[src/rtl/run_monitor.sv]
// Run-control monitor: counts RUN cycles and retirements, ends the run on halt,
// timeout or retire stall, then drains before reporting done.
module run_monitor #(
  parameter int unsigned CYCLE_W      = 32,
  parameter int unsigned MAX_CYCLES   = 49,
  parameter int unsigned STALL_LIMIT  = 16,
  parameter int unsigned DRAIN_CYCLES = 1
) (
  input  logic               clk,
  input  logic               reset,
  input  logic               start,
  input  logic               halt_in,
  input  logic               retire_valid,
  output logic               complete,
  output logic               done,
  output logic [1:0]         status,
  output logic [CYCLE_W-1:0] cycle_count,
  output logic [CYCLE_W-1:0] retired_count
);

  localparam int unsigned STALL_W = (STALL_LIMIT > 1) ? $clog2(STALL_LIMIT) : 1;
  localparam int unsigned DRAIN_W = (DRAIN_CYCLES > 1) ? $clog2(DRAIN_CYCLES) : 1;

  // Terminal counter values; only consulted when the matching feature is enabled.
  localparam logic [CYCLE_W-1:0] MAX_LAST   = CYCLE_W'(MAX_CYCLES - 1);
  localparam logic [STALL_W-1:0] STALL_LAST = STALL_W'(STALL_LIMIT - 1);
  localparam logic [DRAIN_W-1:0] DRAIN_LAST = DRAIN_W'(DRAIN_CYCLES - 1);

  if (CYCLE_W < 64) begin : g_max_check
    if (64'(MAX_CYCLES) >= (64'd1 << CYCLE_W)) begin : g_max_too_big
      $error("run_monitor: MAX_CYCLES does not fit in CYCLE_W bits");
    end
  end

  typedef enum logic [1:0] {
    S_IDLE,
    S_RUN,
    S_DRAIN,
    S_DONE
  } state_e;

  typedef enum logic [1:0] {
    EXIT_NONE,
    EXIT_HALT,
    EXIT_TIMEOUT,
    EXIT_STALL
  } exit_e;

  state_e             state_q,    state_d;
  exit_e              status_q,   status_d;
  logic [CYCLE_W-1:0] cycle_q,    cycle_d;
  logic [CYCLE_W-1:0] retired_q,  retired_d;
  logic [STALL_W-1:0] stall_q,    stall_d;
  logic [DRAIN_W-1:0] drain_q,    drain_d;
  logic               complete_q, complete_d;
  logic               done_q,     done_d;

  logic halt_hit;
  logic timeout_hit;
  logic stall_hit;

  always_comb begin
    state_d     = state_q;
    status_d    = status_q;
    cycle_d     = cycle_q;
    retired_d   = retired_q;
    stall_d     = stall_q;
    drain_d     = drain_q;
    halt_hit    = 1'b0;
    timeout_hit = 1'b0;
    stall_hit   = 1'b0;

    case (state_q)
      S_IDLE: begin
        if (start) begin
          state_d = S_RUN;
        end
      end

      S_RUN: begin
        if (cycle_q != '1) begin
          cycle_d = cycle_q + CYCLE_W'(1);
        end
        if (retire_valid && (retired_q != '1)) begin
          retired_d = retired_q + CYCLE_W'(1);
        end
        if (STALL_LIMIT != 0) begin
          stall_d = retire_valid ? '0 : stall_q + STALL_W'(1);
        end

        halt_hit    = halt_in;
        timeout_hit = (MAX_CYCLES != 0) && (cycle_q == MAX_LAST);
        stall_hit   = (STALL_LIMIT != 0) && !retire_valid && (stall_q == STALL_LAST);

        // The exit cycle is still counted above; only the state and reason change here.
        if (halt_hit || timeout_hit || stall_hit) begin
          if (halt_hit) begin
            status_d = EXIT_HALT;
          end else if (timeout_hit) begin
            status_d = EXIT_TIMEOUT;
          end else begin
            status_d = EXIT_STALL;
          end
          state_d = (DRAIN_CYCLES == 0) ? S_DONE : S_DRAIN;
          drain_d = '0;
        end
      end

      S_DRAIN: begin
        if (drain_q == DRAIN_LAST) begin
          state_d = S_DONE;
        end else begin
          drain_d = drain_q + DRAIN_W'(1);
        end
      end

      S_DONE: begin
        state_d = S_DONE;
      end

      default: begin
        state_d = S_IDLE;
      end
    endcase

    complete_d = (state_d == S_DRAIN) || (state_d == S_DONE);
    done_d     = (state_d == S_DONE);
  end

  always_ff @(posedge clk) begin
    if (reset) begin
      state_q    <= S_IDLE;
      status_q   <= EXIT_NONE;
      cycle_q    <= '0;
      retired_q  <= '0;
      stall_q    <= '0;
      drain_q    <= '0;
      complete_q <= 1'b0;
      done_q     <= 1'b0;
    end else begin
      state_q    <= state_d;
      status_q   <= status_d;
      cycle_q    <= cycle_d;
      retired_q  <= retired_d;
      stall_q    <= stall_d;
      drain_q    <= drain_d;
      complete_q <= complete_d;
      done_q     <= done_d;
    end
  end

  assign complete      = complete_q;
  assign done          = done_q;
  assign status        = status_q;
  assign cycle_count   = cycle_q;
  assign retired_count = retired_q;

endmodule

[config.mk]
export PLATFORM = sky130hd
export DESIGN_NAME = run_monitor
export DESIGN_NICKNAME = d
export VERILOG_FILES = /design/src/rtl/run_monitor.sv
export SDC_FILE = /design/constraint.sdc
export NUM_CORES = 1
export LEC_CHECK = 0
export CORE_UTILIZATION = 49
export CTS_BUF_LIST = sky130_fd_sc_hd__clkbuf_8
export CTS_CLUSTER_SIZE = 20
export DETAILED_ROUTE_END_ITERATION = 6
export HOLD_SLACK_MARGIN = 0.12
export PLACE_DENSITY = 0.84
export SYNTH_ARGS = -nofsm -noshare
export SYNTH_HDL_FRONTEND = slang
export SYNTH_SLANG_ARGS = --single-unit
export TNS_END_PERCENT = 20
[constraint.sdc]
create_clock -name clk -period 2.25 [get_ports clk]
set_input_delay 0.225 -clock clk [delete_from_list [all_inputs] [get_ports clk]]
set_output_delay 0.225 -clock clk [all_outputs]
set_load 0.02 [all_outputs]
* Word level (Yosys, flattened, before mapping)
Cells that the tools add are included.
Word-level totals: bits in registers 75, output and inout port bits 68, word-level logic and storage cells 44
Operators by class: add/sub/neg operators 4, equal/unequal tests 10, mux-type cells 10, reduce and logical (&&, ||, !) cells 12
Operator list (number):
- $add A32 B1 Y32 const B | 2
- $ne A32 B32 Y1 const B | 2
- $eq A32 B6 Y1 const B | 1
- $eq A2 B2 Y1 const B | 4
- $mux W2 | 4
- $pmux W2 S4 | 1
- $reduce_and A2 Y1 | 4
- $add A4 B1 Y4 const B | 1
- $eq A4 B4 Y1 const B | 1
- $mux W4 | 1
- $logic_or A1 B1 Y1 | 3
- $mux W1 | 3
- $eq A2 B1 Y1 const B | 1
- $logic_and A1 B1 Y1 | 2
- $logic_not A2 Y1 | 1
- $ne A2 B2 Y1 const B | 1
- $pmux W1 S2 | 1
- $reduce_bool A2 Y1 | 1
- $add A1 B1 Y1 const B | 1
- $logic_not A1 Y1 | 1

* Depth between registers and ports, before layout
depth after elaboration 7, gate-level depth with buffers 10, mapped depth without buffers 7

* Least setup slack after synthesis
OpenSTA, ideal clock, no wires.
kind flip-flop to flip-flop, from reg retired_q[0] (netlist: retired_count[0]), to reg retired_q[8] (netlist: retired_count[8]), library setup time 0.121 ns, arrival 2.208 ns, data required time 2.129 ns, slack -0.079 ns, cell stages (with the launch flop) 10, buffers on the path 3, cell sequence dfxtp_1 -> ha_1 -> and3_1 -> or3b_1 -> buf_2 -> nor4_4 -> buf_6 -> buf_6 -> nor4_1 -> mux2_4
Between the ends: longest elaborated chain between the ends 3, elaborated cells between the ends (all ways) 4
RTL lines:
- start, declared | RTL line 52 | logic [CYCLE_W-1:0] retired_q, retired_d;
- start signal, assigned | RTL line 144 | retired_q <= retired_d;
- parallel branches: the longest is 3 deep, another holds $add A32 B1 Y32
Parallel ways; which one is timed is not known. A chain may end at the register's enable or synchronous reset.

* Worst setup path after layout
from reg retired_q[21] (netlist: retired_count[21]), to reg retired_q[6] (netlist: retired_count[6])
Between the ends: longest elaborated chain between the ends 3
RTL lines:
- $ne A32 B32 Y1 | RTL line 84 | if (retire_valid && (retired_q != '1)) begin
- $logic_and A1 B1 Y1 | RTL line 84
- $reduce_and A2 Y1 (no source line)
No other way between the ends.

==> impl_metrics.yaml <==
status:
  status: "finished, final reports clean"
floorplan:
  start_util: 0.515
  dieArea_um2: 8100
  die_x_um: 90.0
  io_pins: 73
  core_area_um2: 7370
  fp.dieH_um: 90.0
  rows: 31
sta:
  holdWs_ns: 0.246
  setup_viol_count_final: 0
  final-hold-violation-count: 0
  report.final.slew_viol_count: 0
  fmax_mhz: 470
  skew_ns: 0.00690
  max-slew-margin-rel: 0.632
  worstMarginPinSlew_ns: 0.551
  grt_setup_unrepaired: "true"
  final.setup.worst_slack_ns: 0.120
  finalCriticalPeriod_ns: 2.13
  post-route-period-util: 0.947
worst_setup_path:
  rr_worst_depth: 6
  path_class: "reg2reg"
  setup.worst_path.end: "retired_count[6]"
  r2r-start: "retired_count[21]"
  cp.arrival_ns: 2.37
  crit_path_start: "retired_count[21]"
  worst_r2r_endpoint: "retired_count[6]"
  rrSetupSlack_ns: 0.12
  crit_required_ns: 2.49
  critPathLaunchType: "flop"
  crit_path_end_kind: "flop"
  crit_fanout: 27
detailed_routing:
  avgRoutedWirePerCell_um: 16.2
  wl_met2_um: 5210
  drtAntennaViolNets: 0
  drtPass1Iterations: 4
  top_layer_used: "met4"
  wl_met1_um: 4400
  viasPerCell: 6.22
  drtIter0Drc: 205
  drt_wl_total_um: 10500
  wl_met3_um: 628
  vias: 4028
  drc: 0
finish:
  nFillCells: 574
  finalInstanceArea_um2: 5040
  fin_util: 0.684
  nNetsFinal: 553
  layout-drive-gt1-share: 0.138
  area_delta_synth_final_pct: 33.0
  n_antenna_cell: 0
clocking:
  cts.sinks: 73
  clk_pin_slew_ns: 0.08
  postCtsHoldBufs: 0
  tritoncts.num_buffers: 9
  h-tree-depth: 3
  cts.path.max_buffers: 2
  clock_latency_ns: 0.35
  root_buffer: "clkbuf_8"
  tritoncts: "yes"
synthesis:
  yosys.area.top_type: "dfxtp_1"
  ys_seq_area_frac: 0.385
  ys_dominant_reg_cell: "dfxtp_1"
  synth_edf_count: 0
  synth_seq_cells: 73
  yosysUniqueCellTypes: 51
  yosys-top-cells-count: "dfxtp_1, a21oi_1, nand2_1, nor2_1, or3_1"
  syn_inst: 452
  syn_nets: 461
  synth_top_area_frac: 0.385
  syn_area_um2: 3790
  ys_warn_count: 0
  yosysMostFrequentCell: "dfxtp_1"
  synthArstFlopShare: 0
  avgSynthCellArea_um2: 8.39
  synth.area.top_cells: "dfxtp_1, a21oi_1, or4_1, o31ai_1, or3_1"
pwr:
  p_leak_nw: 1.65
  power-per-cell-area_nw_per_um2: 520
  irDropWorstVdd_mv: 0.319
run:
  maxCapViolCount: 0
grt:
  antenna_found_initial: 0
  grt_start_max_net_pins: 40
  grt_pass1_vias: 3662
  grt_pass1_wl_um: 17400
  gr-total-overflow: 0
  gr-usage-all-layers: 0.262
placement:
  pre_cts_slack_ns: 0.0666
  dp_hpwl_um: 7220
  port-buffer-count: 72
  place.gp.congestion: 0.811
  dpl_cell_area_um2: 4790
min_path:
  hold_class: "in2reg"
==> power by group <==
group          total (W)  internal [W]  switching [W]
logic           0.000152     0.0000609      0.0000915
registers        0.00132       0.00130      0.0000119
clock network    0.00115      0.000624       0.000529
total            0.00262       0.00199       0.000632
==> per-layer routing <==
metal / vias to the layer above / global-route usage
li1: 1920 / -
met1: 1934 / 0.316
met2: 150 / 0.455
met3: 24 / 0.0474
met4: 0 / 0.116
met5: - / 0
==> what timing repair did <==
item | CTS | global route
setup buffers | 0 | 0
gates resized for setup | 0 | 8
endpoints found under the hold margin | 0 | 0
endpoints found under the setup margin | 0 | 30
==> logic make-up (layout without fill, tap and decap cells) <==
family	after synthesis	after routing	synth area share
muxes	7	7	0.0221
buffers and inverters	37	134	0.0452
and+or+nand+nor	208	208	0.333
adders and majority gates	4	4	0.0132
xor gates and xnor gates	8	8	0.0185
DFF	73	73	0.385
AOI/OAI and AO/OA	115	115	0.183
==> per-stage QoR <==
stage / setup TNS (ns) / power [W] / std cells
after floorplan: -0.0220 / 0.00143 / 452
after global placement: 0 / 0.00149 / 632
after detailed placement: 0 / 0.00150 / 632
after CTS: 0 / 0.00263 / 648
after global routing: -0.00313 / 0.00271 / 648
final: 0 / 0.00262 / 648
==> state kept, by name (all words and copies together), names as in the netlist <==
signal	count
cycle_count	32
retired_count	32
status	2
done	1
stall_q	4
state_q	2
==> cell usage in the layout (no fill, tap or decap), types with 3 or more instances in the layout <==
| master | instances |
|---|---|
| or4_1 | 22 |
| nor2b_1 | 7 |
| nor2_1 | 23 |
| nor4_1 | 18 |
| o41ai_1 | 3 |
| a21oi_1 | 50 |
| inv_1 | 11 |
| nand2_1 | 26 |
| nor4b_1 | 4 |
| or2_2 | 4 |
| nand4_1 | 23 |
| clkdlybuf4s50_1 | 71 |
| clkbuf_8 | 9 |
| xor2_1 | 3 |
| nor4_4 | 3 |
| and4_1 | 4 |
| nor3_1 | 6 |
| and3_1 | 10 |
| o21a_1 | 4 |
| xnor2_1 | 5 |
| ha_1 | 4 |
| buf_4 | 33 |
| dfxtp_1 | 70 |
| or3_1 | 23 |
| o31ai_1 | 22 |
| o31a_1 | 4 |
| o21ai_0 | 22 |
| mux2_2 | 3 |
| dfxtp_2 | 3 |
| nand3_1 | 19 |
==> how the worst min path moves through the flow <==
stage                                start               end  slack (ns)  depth (start not counted)
after CTS                            reset        stall_q[0]        0.24                          2
after floorplan                    halt_in         status[1]        0.32                          1
after global placement    retired_count[1]  retired_count[1]        0.47                          2
after detailed placement  retired_count[1]  retired_count[1]        0.48                          2
final                                reset        stall_q[0]        0.25                          2
after global routing                 reset        stall_q[0]        0.26                          2
==> critical path, cell delays in order, from the launching register on <==
cell and delay (ns):
dfxtp_1 0.39, nand4_1 0.19, or4_4 0.62, nor4_4 0.24, buf_12 0.20, nor4_1 0.07, mux2_4 0.30
==> area by class of cell <==
class                      instances  area [um^2]  area share
inverter                          11         41.3     0.00819
multi-input combinational        342         2190       0.434
clock buffer                       9          124      0.0246
tap                               99          124      0.0246
sequential                        73         1470       0.290
timing repair buffer             107         1000       0.199
clock inverter                     7         95.1      0.0189
Power figures use the tool's default switching activity.
